==> src/rtl/lfsr_gen.sv <==
// -----------------------------------------------------------------------------
// lfsr_gen
//   Parametrised LFSR. The structure (Fibonacci or Galois) is selected at
//   runtime. It supports a synchronous seed load, which substitutes
//   DEFAULT_SEED for an all-zero seed, and a period monitor that measures the
//   length of each completed cycle back to an anchor state.
//
// Parameters
//   WIDTH        state width, 2..32
//   TAPS         feedback tap mask; TAPS[WIDTH-1] must be 1
//   DEFAULT_SEED non-zero seed used at reset and in place of an all-zero load
//
// Ports
//   clk       in   rising-edge clock
//   rset      in   asynchronous active-low reset
//   load      in   synchronous seed load (priority over en)
//   seed      in   seed value captured when load=1
//   en        in   advance one step
//   mode      in   0 = Fibonacci, 1 = Galois
//   out       out  current LFSR state
//   bit_out   out  serial output, out[WIDTH-1]
//   wrap      out  one-cycle pulse when a step returns the state to the anchor
//   period    out  length of the last completed cycle (0 until the first wrap)
//   seed_fix  out  one-cycle pulse when an all-zero seed was replaced
// -----------------------------------------------------------------------------
module lfsr_gen #(
  parameter int unsigned      WIDTH        = 5,
  parameter logic [WIDTH-1:0] TAPS         = 5'b10100,
  parameter logic [WIDTH-1:0] DEFAULT_SEED = WIDTH'(1)
) (
  input  logic             clk,
  input  logic             rset,
  input  logic             load,
  input  logic [WIDTH-1:0] seed,
  input  logic             en,
  input  logic             mode,
  output logic [WIDTH-1:0] out,
  output logic             bit_out,
  output logic             wrap,
  output logic [WIDTH-1:0] period,
  output logic             seed_fix
);

  // Galois feedback mask: bit 0 always receives the feedback bit, and bit j
  // receives it when tap j-1 is set.
  localparam logic [WIDTH-1:0] GAL_MASK = {TAPS[WIDTH-2:0], 1'b1};
  localparam logic [WIDTH-1:0] ONE      = WIDTH'(1);

  logic [WIDTH-1:0] q;       // LFSR state
  logic [WIDTH-1:0] anchor;  // reference state for the period monitor
  logic [WIDTH-1:0] cnt;     // steps taken since the anchor
  logic             mode_q;  // mode seen on the previous edge

  logic [WIDTH-1:0] nxt_fib;
  logic [WIDTH-1:0] nxt_gal;
  logic [WIDTH-1:0] nxt_state;
  logic [WIDTH-1:0] post_state;
  logic [WIDTH-1:0] load_val;
  logic             mode_chg;

  // NOTE: every always_comb output gets a value on every path, so no latch is
  // inferred.
  always_comb begin
    nxt_fib    = {q[WIDTH-2:0], ^(q & TAPS)};
    nxt_gal    = {q[WIDTH-2:0], 1'b0} ^ (q[WIDTH-1] ? GAL_MASK : '0);
    // The step function follows the live mode input, not mode_q.
    nxt_state  = mode ? nxt_gal : nxt_fib;
    post_state = en ? nxt_state : q;
    load_val   = (seed == '0) ? DEFAULT_SEED : seed;
    mode_chg   = (mode != mode_q);
  end

  // NOTE: all state is updated with non-blocking assignments, so every
  // register samples the pre-edge values of the others.
  always_ff @(posedge clk or negedge rset) begin
    if (!rset) begin
      q        <= DEFAULT_SEED;
      anchor   <= DEFAULT_SEED;
      cnt      <= '0;
      period   <= '0;
      mode_q   <= 1'b0;
      wrap     <= 1'b0;
      seed_fix <= 1'b0;
    end else begin
      wrap     <= 1'b0;
      seed_fix <= 1'b0;
      if (load) begin
        // A load discards any step requested on the same edge.
        q        <= load_val;
        anchor   <= load_val;
        cnt      <= '0;
        seed_fix <= (seed == '0);
        mode_q   <= mode;
      end else if (mode_chg) begin
        // A structure switch starts a new sequence, so re-anchor on the state
        // that q holds after this edge. The period measurement restarts.
        mode_q <= mode;
        anchor <= post_state;
        cnt    <= '0;
        q      <= post_state;
      end else if (en) begin
        q <= nxt_state;
        if (nxt_state == anchor) begin
          wrap   <= 1'b1;
          period <= cnt + ONE;
          cnt    <= '0;
        end else begin
          cnt <= cnt + ONE;
        end
      end
    end
  end

  assign out     = q;
  assign bit_out = q[WIDTH-1];

endmodule

==> config.mk <==
export PLATFORM = sky130hd
export DESIGN_NAME = lfsr_gen
export DESIGN_NICKNAME = d
export VERILOG_FILES = /design/src/rtl/lfsr_gen.sv
export SDC_FILE = /design/constraint.sdc
export NUM_CORES = 1
export LEC_CHECK = 0
export BUFFER_PORTS_ARGS = -buffer_cell sky130_fd_sc_hd__buf_2
export CAP_MARGIN = 30
export CORE_AREA = 10 10 63 52
export CTS_CLUSTER_DIAMETER = 80
export DETAILED_ROUTE_END_ITERATION = 7
export DIE_AREA = 0 0 73 62
export GPL_TIMING_DRIVEN = 0
export PLACE_DENSITY = 0.89
export SLEW_MARGIN = 10
export SYNTH_ARGS = -nofsm -noshare
export SYNTH_HDL_FRONTEND = slang
export SYNTH_SLANG_ARGS = --single-unit
==> constraint.sdc <==
create_clock -name clk -period 4.2 [get_ports clk]
set_clock_uncertainty 0.2 [all_clocks]
set_input_delay 0.21 -clock clk [delete_from_list [all_inputs] [get_ports clk]]
set_output_delay 0.21 -clock clk [all_outputs]
set_load 0.05 [all_outputs]
==> results.toml <==
[yosys]
ys.flop_type = "dfrtp_1"
yosysTopAreaCell = "dfrtp_1"
syn_area_per_cell_um2 = 12.1
synth-edff-count = 0
synth_top_area_share_pct = 47.0
synth-seq-cells = 23
synthCells = 92
synthArstFlopShare_pct = 100
synth_seq_area_share_pct = 51.7
syn_area_um2 = 1120
synth_nets = 103
yosysWarnings = 0
yosysUniqueCellTypes = 32
synth.area.top_cells = "dfrtp_1 47%, xnor2_1 5.5%, mux2_4 5.4%, dfstp_2 4.7%, xor2_1 4.7%"

[cts]
cts_setup_buffers = 0
clock_sinks = 23
cts_made_buffers = 3
cts_resized = 0
cts-root-buf = "clkbuf_4"
cts_max_path_buffers = 2
htree_levels = 1
cts_tree = "done"
clkTransAtPathRegs_ps = 110
clock_latency_ps = 310

[global_routing]
grtUsageTotal_pct = 11.8
grt_pass1_wl_um = 4190
grt_pass1_vias = 924
grt_max_degree = 24
gr-total-overflow = 0
antenna_found_initial = 0

[finish]
n_antenna_cell = 0
layout_common_cells = "24 x buf_2, 21 x dfrtp_1, 7 x xnor2_1, 7 x dlygate4sd3_1"
layout-drive-gt1-share_pct = 32.8
post-route-cell-area_um2 = 1360
multi_input_area_um2 = 495
area_growth_pct = 21.3
seq_area_um2 = 578
n_fill_cell = 170
utilization_pct = 63.3
fin_nets = 137
final_common_cell = "buf_2"

[critical_path]
path_max_fanout = 6
critPathLaunchType = "input port"
cpPeakStageDelay_ps = 530
crit_type = "in -> reg"
required_ps = 4200
critPathArrivalTime_ps = 2120
worst_setup_path_end_kind = "flop"
path_cells = "dlygate4sd3_1 -> buf_2 -> xor2_1 -> nor3b_2 -> and4_1 -> buf_6 -> mux2_4"
crit_path_top_delay_cell = "dlygate4sd3_1"

[placement]
io_buffers = 22
post-dp-hpwl_um = 1870
gp_congestion = 0.754
dpl_cell_area_um2 = 1260

[timing]
setup_viol = 0
slew_headroom_pct = 60.7
hold_ws_ps = 72.1
drv_slew = 0
fin_tns_setup_ps = 0
worst_slew_pin_slew_ps = 588
fin_crit_ps = 2120
timing.fmax_mhz = 472
fin_crit_sh_pct = 50.5
rsz0062_at_grt = "no"
hold_viol_final = 0

[floorplanning]
die_area_um2 = 4530
rows = 15
fp.dieH_um = 62
core_area_um2 = 2140
die_w_um = 73
io_pins = 23
start_util_pct = 52.2

[drt]
drtAntennaViolNets = 0
avgViaCountPerCell = 5.59
route.detailed.drc = 0
drt_first_pass_iters = 4
wl_per_cell_um = 16.6
drtIter0Drc = 19
route.vias.total = 838
finalWirelength_um = 2490

[run_status]
outcome = "finished clean"

[power_and_ir_drop]
p_leak_nw = 0.650
power.density_nw_per_um2 = 353
ir_drop_v = 0.000216
p_total_mw = 0.479

[flow_run]
cap_violations = 0

[hold_path]
min_path_type = "in -> reg"
[power by group]
group / leakage (nW) / switching (mW) / internal (mW)
clock network: 0.0150 / 0.0638 / 0.0371
logic: 0.344 / 0.0773 / 0.0462
registers: 0.291 / 0.0149 / 0.240
[path summary, 6_finish.rpt]
kind / cells after the start / startpoint / to / slack [ps]
setup / recovery: 7 / mode / period[4] / 2080
hold / removal: 3 / load / out[3] / 70
setup reg to reg: 5 / out[0] / period[4] / 2190
hold reg to reg: 2 / anchor[0] / anchor[0] / 310
max in group asynchronous: 2 / rset / anchor[0] / 3270
min in group asynchronous: 2 / rset / anchor[2] / 170
[registers in the layout, summed over array words and instances, names as in the netlist]
signal,count
wrap,1
mode_q,1
out,5
seed_fix,1
anchor,5
period,5
cnt,5
[synthesized netlist by cell type (3+ instances only)]
| library cell | instances |
|---|---|
| a32o_1 | 4 |
| dfrtp_1 | 21 |
| mux2_2 | 4 |
| mux2_4 | 4 |
| mux2i_1 | 4 |
| nand2_1 | 6 |
| nand3_1 | 3 |
| nor2_1 | 3 |
| nor3_1 | 3 |
| o21ai_0 | 3 |
| xnor2_1 | 7 |
| xor2_1 | 6 |
[critical path: cells and delay by family]
kind	cells	cell delay, ps
xor gates and xnor gates	1	200
muxes	1	300
and+or+nand+nor	2	590
buffers and inverters	3	830
[cell type report]
| type | count | share of cell area, % |
|---|---|---|
| flip-flops and latches | 23 | 42.7 |
| multi-input cells | 61 | 36.6 |
| repair buffers | 29 | 13.3 |
| plain buffers | 6 | 2.68 |
| well taps | 25 | 2.31 |
| clock buffers | 4 | 1.94 |
| inverters | 2 | 0.554 |
[logic make-up (layout without fill, tap and decap cells)]
| group | Yosys count | after routing | share of synthesized area (%) |
|---|---|---|---|
| xor gates and xnor gates | 13 | 13 | 10.2 |
| and+or+nand+nor | 22 | 22 | 10.6 |
| adders and majority gates | 1 | 1 | 1.12 |
| DFF | 23 | 23 | 51.7 |
| muxes | 12 | 12 | 13.0 |
| buffers and inverters | 8 | 41 | 3.92 |
| AOI/OAI and AO/OA | 13 | 13 | 9.41 |
[per-stage QoR]
step | worst slack (ps) | cells
floorplan | 2070 | 92
global placement | 2290 | 139
detailed placement | 2250 | 139
CTS | 2090 | 150
global route | 2070 | 150
finish | 2080 | 150
[routing by layer]
layer / up-vias / track usage (%) / wire [um] / share of wire (%)
li1: 394 / - / - / -
met1: 407 / 12.9 / 1080 / 43
met2: 31 / 21.4 / 1210 / 49
met3: 6 / 3.65 / 162 / 6.5
met4: 0 / 3.78 / 40 / 1.6
met5: - / 0 / 0 / 0
[what timing repair did]
item                                   in CTS  in global routing
endpoints found under the hold margin      30                  0
setup endpoints to repair                   0                  0
hold buffers                                7                  0
Power figures use the tool's default switching activity.
